===== config.mk =====
export PLATFORM = sky130hd
export DESIGN_NAME = wam_deb
export DESIGN_NICKNAME = d
export VERILOG_FILES = /design/src/rtl/wam_pkg.sv /design/src/rtl/wam_deb_ch.sv /design/src/rtl/wam_deb.sv
export SDC_FILE = /design/constraint.sdc
export NUM_CORES = 1
export LEC_CHECK = 0
export ABC_AREA = 0
export ABC_CLOCK_PERIOD_IN_PS = 10050
export BUFFER_PORTS_ARGS = -buffer_cell sky130_fd_sc_hd__buf_2
export CAP_MARGIN = 40
export CELL_PAD_IN_SITES_DETAIL_PLACEMENT = 0
export CELL_PAD_IN_SITES_GLOBAL_PLACEMENT = 1
export CORE_AREA = 3 3 231 233
export DETAILED_ROUTE_END_ITERATION = 10
export DIE_AREA = 0 0 234 236
export PLACE_DENSITY = 0.58
export SETUP_SLACK_MARGIN = 0.05
export SLEW_MARGIN = 15
export SYNTH_ARGS = -nofsm -noshare
export SYNTH_HDL_FRONTEND = slang
export SYNTH_SLANG_ARGS = --single-unit

===== constraint.sdc =====
create_clock -name clk -period 10.05 [get_ports clk]
set_input_delay 3.015 -clock clk [delete_from_list [all_inputs] [get_ports clk]]
set_output_delay 3.015 -clock clk [all_outputs]
set_load 0.03 [all_outputs]

===== src/rtl/wam_pkg.sv =====
`default_nettype none
// ============================================================================
// Module   : wam_pkg
// Brief    : Shared channel-state encoding and default timing constants.
// Revision : 1.0  initial release
// ============================================================================
package wam_pkg;

    typedef enum logic [1:0] {
        IDLE = 2'd0,
        ARM  = 2'd1,
        HELD = 2'd2,
        REL  = 2'd3
    } ch_state_e;

    localparam int DEB_TICKS_DEF = 500000;
    localparam int CNT_W_DEF     = 20;
    localparam int RPT_DLY_DEF   = 25000000;
    localparam int RPT_PER_DEF   = 10000000;

    // A channel is "counting" while it waits to confirm a new level.
    function automatic logic is_counting(input ch_state_e s);
        return (s == ARM) || (s == REL);
    endfunction

endpackage
`default_nettype wire


===== src/rtl/wam_deb_ch.sv =====
`default_nettype none
// ============================================================================
// Module   : wam_deb_ch
// Brief    : One debounce channel: 2-flop synchronizer, 4-state FSM, counter,
//            press pulse and optional hold-to-repeat pulse train.
// Revision : 1.0  initial release
// ============================================================================
module wam_deb_ch
    import wam_pkg::*;
#(
    parameter int DEB_TICKS = DEB_TICKS_DEF,
    parameter int CNT_W     = CNT_W_DEF,
    parameter int RPT_DLY   = RPT_DLY_DEF,
    parameter int RPT_PER   = RPT_PER_DEF,
    parameter bit RPT_EN    = 1'b0
) (
    input  logic clk,
    input  logic rst,
    input  logic i_raw,
    output logic o_pulse,
    output logic o_level,
    output logic o_busy
);

    localparam logic [CNT_W-1:0] c_DEB_LAST = CNT_W'(DEB_TICKS - 1);
    localparam logic [CNT_W-1:0] c_CNT_MAX  = '1;

    logic [1:0]       sync_q, sync_d;
    ch_state_e        state_q, state_d;
    logic [CNT_W-1:0] cnt_q, cnt_d;
    logic             pulse_q, pulse_d;
    logic             level_q, level_d;
    logic             in_s;
    logic             press;
    logic             rpt_hit;
    logic [CNT_W-1:0] cnt_inc;

    assign in_s    = sync_q[1];
    assign cnt_inc = (cnt_q == c_CNT_MAX) ? cnt_q : cnt_q + 1'b1;

    always_comb begin
        sync_d  = {sync_q[0], i_raw};
        state_d = state_q;
        cnt_d   = cnt_q;
        press   = 1'b0;
        unique case (state_q)
            IDLE: begin
                if (in_s) begin
                    state_d = ARM;
                    cnt_d   = '0;
                end
            end
            ARM: begin
                if (!in_s) begin
                    state_d = IDLE;
                    cnt_d   = '0;
                end else if (cnt_q == c_DEB_LAST) begin
                    state_d = HELD;
                    cnt_d   = '0;
                    press   = 1'b1;
                end else begin
                    cnt_d = cnt_inc;
                end
            end
            HELD: begin
                if (!in_s) begin
                    state_d = REL;
                    cnt_d   = '0;
                end
            end
            REL: begin
                // A bounce back to 1 restores HELD without a new press.
                if (in_s) begin
                    state_d = HELD;
                    cnt_d   = '0;
                end else if (cnt_q == c_DEB_LAST) begin
                    state_d = IDLE;
                    cnt_d   = '0;
                end else begin
                    cnt_d = cnt_inc;
                end
            end
            default: begin
                state_d = IDLE;
                cnt_d   = '0;
            end
        endcase
        pulse_d = press | rpt_hit;
        level_d = (state_d == HELD) || (state_d == REL);
    end

    generate
        if (RPT_EN) begin : g_rpt
            localparam int c_RPT_MAX = (RPT_DLY > RPT_PER) ? RPT_DLY : RPT_PER;
            localparam int c_RPT_W   = $clog2(c_RPT_MAX + 1);
            localparam logic [c_RPT_W-1:0] c_DLY_LAST = c_RPT_W'(RPT_DLY - 1);
            localparam logic [c_RPT_W-1:0] c_PER_LAST = c_RPT_W'(RPT_PER - 1);

            logic [c_RPT_W-1:0] rpt_q, rpt_d;
            logic               again_q, again_d;
            logic               hit;

            // Counter restarts on every HELD entry; first interval is the
            // initial delay, later intervals use the repeat period.
            always_comb begin
                rpt_d   = rpt_q;
                again_d = again_q;
                hit     = 1'b0;
                if ((state_q == HELD) && (state_d == HELD)) begin
                    if (rpt_q == (again_q ? c_PER_LAST : c_DLY_LAST)) begin
                        hit     = 1'b1;
                        rpt_d   = '0;
                        again_d = 1'b1;
                    end else if (rpt_q != '1) begin
                        rpt_d = rpt_q + 1'b1;
                    end
                end else begin
                    rpt_d   = '0;
                    again_d = 1'b0;
                end
            end

            always_ff @(posedge clk or posedge rst) begin
                if (rst) begin
                    rpt_q   <= '0;
                    again_q <= 1'b0;
                end else begin
                    rpt_q   <= rpt_d;
                    again_q <= again_d;
                end
            end

            assign rpt_hit = hit;
        end else begin : g_no_rpt
            assign rpt_hit = 1'b0;
        end
    endgenerate

    always_ff @(posedge clk or posedge rst) begin
        if (rst) begin
            sync_q  <= '0;
            state_q <= IDLE;
            cnt_q   <= '0;
            pulse_q <= 1'b0;
            level_q <= 1'b0;
        end else begin
            sync_q  <= sync_d;
            state_q <= state_d;
            cnt_q   <= cnt_d;
            pulse_q <= pulse_d;
            level_q <= level_d;
        end
    end

    assign o_pulse = pulse_q;
    assign o_level = level_q;
    assign o_busy  = is_counting(state_q);

endmodule
`default_nettype wire


===== src/rtl/wam_deb.sv =====
`default_nettype none
// ============================================================================
// Module   : wam_deb
// Brief    : Debouncer for 3 game buttons and 8 tap switches. Define
//            WAM_AUTOREPEAT_EN to add hold-to-repeat on the lft/rgt buttons.
// Revision : 1.0  initial release
// ============================================================================
module wam_deb
    import wam_pkg::*;
#(
    parameter int DEB_TICKS = DEB_TICKS_DEF,
    parameter int CNT_W     = CNT_W_DEF,
    parameter int RPT_DLY   = RPT_DLY_DEF,
    parameter int RPT_PER   = RPT_PER_DEF
) (
    input  logic       clk,
    input  logic       clr,
    input  logic       btn_lft,
    input  logic       btn_rgt,
    input  logic       btn_pse,
    input  logic [7:0] sw_raw,
    output logic       lft,
    output logic       rgt,
    output logic       pse,
    output logic [7:0] sw,
    output logic       busy
);

    localparam int c_NCH = 11;
    localparam int c_LFT = 8;
    localparam int c_RGT = 9;
    localparam int c_PSE = 10;

`ifdef WAM_AUTOREPEAT_EN
    localparam bit c_RPT_EN = 1'b1;
`else
    localparam bit c_RPT_EN = 1'b0;
`endif

    logic [c_NCH-1:0] raw_in;
    logic [c_NCH-1:0] ch_pulse;
    logic [c_NCH-1:0] ch_level;
    logic [c_NCH-1:0] ch_busy;
    logic             busy_q, busy_d;
    logic             unused_ch;

    assign raw_in = {btn_pse, btn_rgt, btn_lft, sw_raw};

    generate
        for (genvar i = 0; i < c_NCH; i++) begin : g_ch
            wam_deb_ch #(
                .DEB_TICKS (DEB_TICKS),
                .CNT_W     (CNT_W),
                .RPT_DLY   (RPT_DLY),
                .RPT_PER   (RPT_PER),
                .RPT_EN    (c_RPT_EN && ((i == c_LFT) || (i == c_RGT)))
            ) u_ch (
                .clk     (clk),
                .rst     (clr),
                .i_raw   (raw_in[i]),
                .o_pulse (ch_pulse[i]),
                .o_level (ch_level[i]),
                .o_busy  (ch_busy[i])
            );
        end
    endgenerate

    always_comb begin
        busy_d = |ch_busy;
    end

    always_ff @(posedge clk or posedge clr) begin
        if (clr) begin
            busy_q <= 1'b0;
        end else begin
            busy_q <= busy_d;
        end
    end

    // Switches export levels only, buttons export pulses only.
    assign unused_ch = ^{ch_pulse[7:0], ch_level[c_PSE:c_LFT]};

    assign lft  = ch_pulse[c_LFT];
    assign rgt  = ch_pulse[c_RGT];
    assign pse  = ch_pulse[c_PSE];
    assign sw   = ch_level[7:0];
    assign busy = busy_q;

endmodule
`default_nettype wire


==> summary by stage <==
Worst setup path
In this design, the stage delay of the slowest critical-path cell is 0.37 ns. The top cell family by delay on the critical path is flip-flops. The cell type of the slowest stage on the worst timing path is dfrtp_1. The type of destination of the critical path is an output port.

The count of buffering cells on the critical path with inverters included is 1. The launching instance or port of the critical path is g_ch[8].u_ch.o_pulse$_DFF_PP0_. STA puts the critical path data arrival time at 1.09 ns.

The launching element type of the critical path is a flip-flop. The signal on the critical path passes through buf_2. The required time of the critical path is 7.04 ns. The maximum fanout along the worst path is 1.

The depth of the worst register-to-register path is 6. The launch point of the worst reg-to-reg path is g_ch[6].u_ch.cnt_q[5]$_DFFE_PP0P_. The endpoint of the worst register-to-register path is g_ch[6].u_ch.cnt_q[7]$_DFFE_PP0P_. The critical path is of the flip-flop to output port type. The slack of the worst reg-to-reg path is 7.33 ns.

Pwr
The worst-case IR drop observed on VDD is 0.121 mV. Power spread over the standard cell area amounts to 154 mW/mm^2. The power consumption is 2.70 mW. Summed over all cells, the static leakage comes to 6.82 nW. The net switching share of the total power is 25.9%. The internal power of the cells is 2.00 mW. The combinational share of power is 8.0%. In this run, the clock network consumes 48.4% of the power. The net switching power is 698 uW. The part of the power in registers is 43.6%.

Clock network
The root buffer selected by CTS is clkbuf_16. The clock reaches the later pin of the worst-skew pair after 0.54 ns. The clock buffer count from CTS is 37.

The clock tree buffer depth is 3. Post-CTS timing repair inserted 0 buffers for setup. In this run the number of H-tree levels came out at 2. Once the clock tree was built, the resizer swapped 0 gates to a different size. After clock tree synthesis, the clock-pin slew on the worst setup and hold paths is 0.05 ns. The clock tree from TritonCTS is yes. The total of hold buffers inserted after clock tree synthesis is 0.

The clock sink count is 276.

Die
The vertical die dimension is 236 um. The die covers 0.0552 sq mm. The starting utilization of the core area is 29.8%. In this run the core area contains 83 standard-cell rows. The overall die width is 234 um. The core region is 0.0514 sq mm.

During I/O placement, the number of pins put on the boundary was 25.

Routing
The post-route DRC violation count is 0. The final layout contains routed wiring with a total length of 39,500 um. For this block, the initial DRC count from the detailed router was 954. The average via count per standard cell is 5.49. After detailed routing, the average wire length per cell comes to 16.4 um. The first TritonRoute pass finished after 7 iterations. In this run the remaining antenna-violating nets after routing total 0. The detailed-route via count is 13,300.

Final layout
The repair_antennas step left the layout with diodes totalling 0. The finished layout holds 2,418 standard cells, fillers aside. The final layout contains 1,736 nets. Relative to the synthesized area, the layout overhead comes to 13.8%. With fillers left out, the area of the finished cells amounts to 0.0175 sq mm. Of the cells placed in the final design, the portion with a size suffix greater than 1 is 9.55%.

At the end of the flow the core is filled with cells to 34.0%.

Timing
The number of failing hold endpoints at the final stage is 0. The relative slew slack is 40.7%. The smallest hold slack is 0.346 ns. The share of the cycle needed by the critical path after routing is 40.8%. After layout, the minimum clock period comes to 4.10 ns. Summed over all failing endpoints, the final setup total negative slack is 0 ns. The final number of max-transition violations is 0. For the pin with the worst max-slew slack, the measured transition is 0.890 ns. Setup repair after global routing left no endpoint under its margin.

Once routing completed, OpenROAD measured the worst setup slack at 5.95 ns. Clock skew on the completed layout was measured at 0.0195 ns. The number of setup violations in the final report is 0. The highest clock frequency the design can meet is 244 MHz.

GRT
The first global-routing pass estimated 67,800 um of wire. The overall fraction of global-route tracks in use is 14.5%. The total global routing overflow is 0.

The initial antenna violation count came to 0. The number of global-route vias before repair came to 12,800. Entering global routing, the biggest net connects 152 pins.

Yosys
Of the post-synthesis cell area, the part taken by muxes is 1.65%. The count of yosys warnings during synthesis is 0. Of the post-synthesis cell area, the dominant cell type holds 45.0%. The mapped netlist covers 0.0153 sq mm. The cell taking the most area after synthesis is dfrtp_1. Of the total synthesized cell area, the portion taken by AND, OR, NAND and NOR gates is 24.7%. The most used flip-flop cell after synthesis is dfrtp_1. The share of synthesized flip-flops with an asynchronous set or reset is 100%. The count of flip-flops with a built-in enable after synthesis is 0. The register area share after synthesis is 45.0%.

In the post-synthesis netlist, the cell with the most instances is dfrtp_1. Counting instances in the post-synthesis netlist gives the leading cell types as 276 x dfrtp_1, 146 x nand2_1, 120 x nor2_1. The main combinational cell family by area after synthesis is simple AND/OR/NAND/NOR gates. In this run the mean area of a mapped cell was 9.06 sq um. The synthesized flop and latch total is 276. The number of distinct library cells after synthesis is 83. After Yosys synthesis, XOR and XNOR cells account for 3.08% of the synthesized area. Counting every net in the synthesized netlist gives 1,717. The post-synthesis compound-gate area fraction is 21.2%.

The number of cells produced by synthesis is 1,693. Yosys attributes the largest share of cell area to dfrtp_1 45%, a21oi_1 3.9%, nand3_1 3.8%. Summing the areas of all fa, ha and maj instances in the mapped netlist gives 0.897% of the synthesized area.

Place
Routability-driven placement finished with a final weighted congestion of 0.772. The half-perimeter wire length after placement is 26,400 um. In this run the tool buffered the top-level ports with 24 buffer cells.

The total placed instance area is 0.0162 sq mm. The worst setup slack after placement is 5.30 ns. The total placed cells including tap cells is 2,348.

Job
The reported max-cap violation count is 0.

Hold path
The worst hold path begins at g_ch[4].u_ch.sync_q[0]$_DFF_PP0_. The worst hold path belongs to the class flip-flop to flip-flop. Along the worst hold path, the cell count comes to 0. The path with the worst hold slack has its endpoint at g_ch[4].u_ch.sync_q[1]$_DFF_PP0_.

Outcome
The flow ran to the end, and the final reports show no timing, DRC or antenna violations.
==> how the worst max path moves through the flow <==
stage,slack [ns],cells after the start,endpoint
detailed placement,5.30,4,g_ch[10].u_ch.cnt_q[18]$_DFFE_PP0P_
CTS,5.89,1,lft
floorplan,3.38,1,asynchronous set/reset pin
finish,5.95,1,lft
global route,5.88,1,lft
global placement,5.18,4,g_ch[1].u_ch.o_level$_DFF_PP0_
==> kinds of logic (layout without fill, tap and decap cells) <==
kind of cell | after synthesis | after routing
DFF | 276 | 276
and+or+nand+nor | 712 | 712
xor gates and xnor gates | 54 | 54
adders and majority gates | 11 | 11
AOI/OAI and AO/OA | 500 | 500
buffers and inverters | 117 | 162
muxes | 23 | 23
==> routing by layer <==
layer	part of all wire, %	track usage, %	vias to the layer above
met5	0	0	-
met4	1.9	3.82	0
met1	51	21.5	6525
met3	3.8	2.62	44
met2	43	21.7	195
li1	-	-	6510
==> cell type report <==
cell class | count | area (sq um)
clock inverters | 10 | 78.8
well taps | 680 | 851
multi-input cells | 1300 | 7920
clock buffers | 55 | 1120
fillers | 5288 | 33900
inverters | 45 | 173
repair buffers | 52 | 412
flip-flops and latches | 276 | 6910
==> power groups by stage <==
stage          Sequential (mW)  Clock [mW]  Combinational [mW]
3_3_place_gp              1.19           0               0.204
2_1_floorplan             1.18           0               0.156
6_report                  1.18        1.30               0.215
4_1_cts                   1.18        1.36               0.213
5_1_grt                   1.18        1.40               0.248
3_5_place_dp              1.20           0               0.213
==> state kept, by name, indices dropped and copies added, names as in the netlist, named ones only <==
register and cells:
g_ch.u_ch.sync_q 22, g_ch.u_ch.state_q 19, g_ch.u_ch.o_level 8, busy 1
g_ch.u_ch.cnt_q 220, g_ch.u_ch.o_pulse 3
==> cell usage in the layout, fill, tap and decap left out, types with 12 or more instances in the layout <==
master	n
dfrtp_1	276
o21ai_1	15
o211ai_1	16
xor2_1	21
or3_1	23
nor2_1	120
nand3_1	118
a31oi_1	84
nor3_1	56
buf_2	28
nor4_1	26
nor4b_1	12
and3_1	31
nand4_1	65
nand2_1	146
mux2_2	15
a21o_1	30
buf_4	12
o21ai_0	93
a41oi_1	20
a21oi_1	118
or2_2	17
inv_1	44
and4_1	18
xnor2_1	33
clkbuf_16	39
or4_1	13
and2_1	22
(Power assumes the default switching activity.)
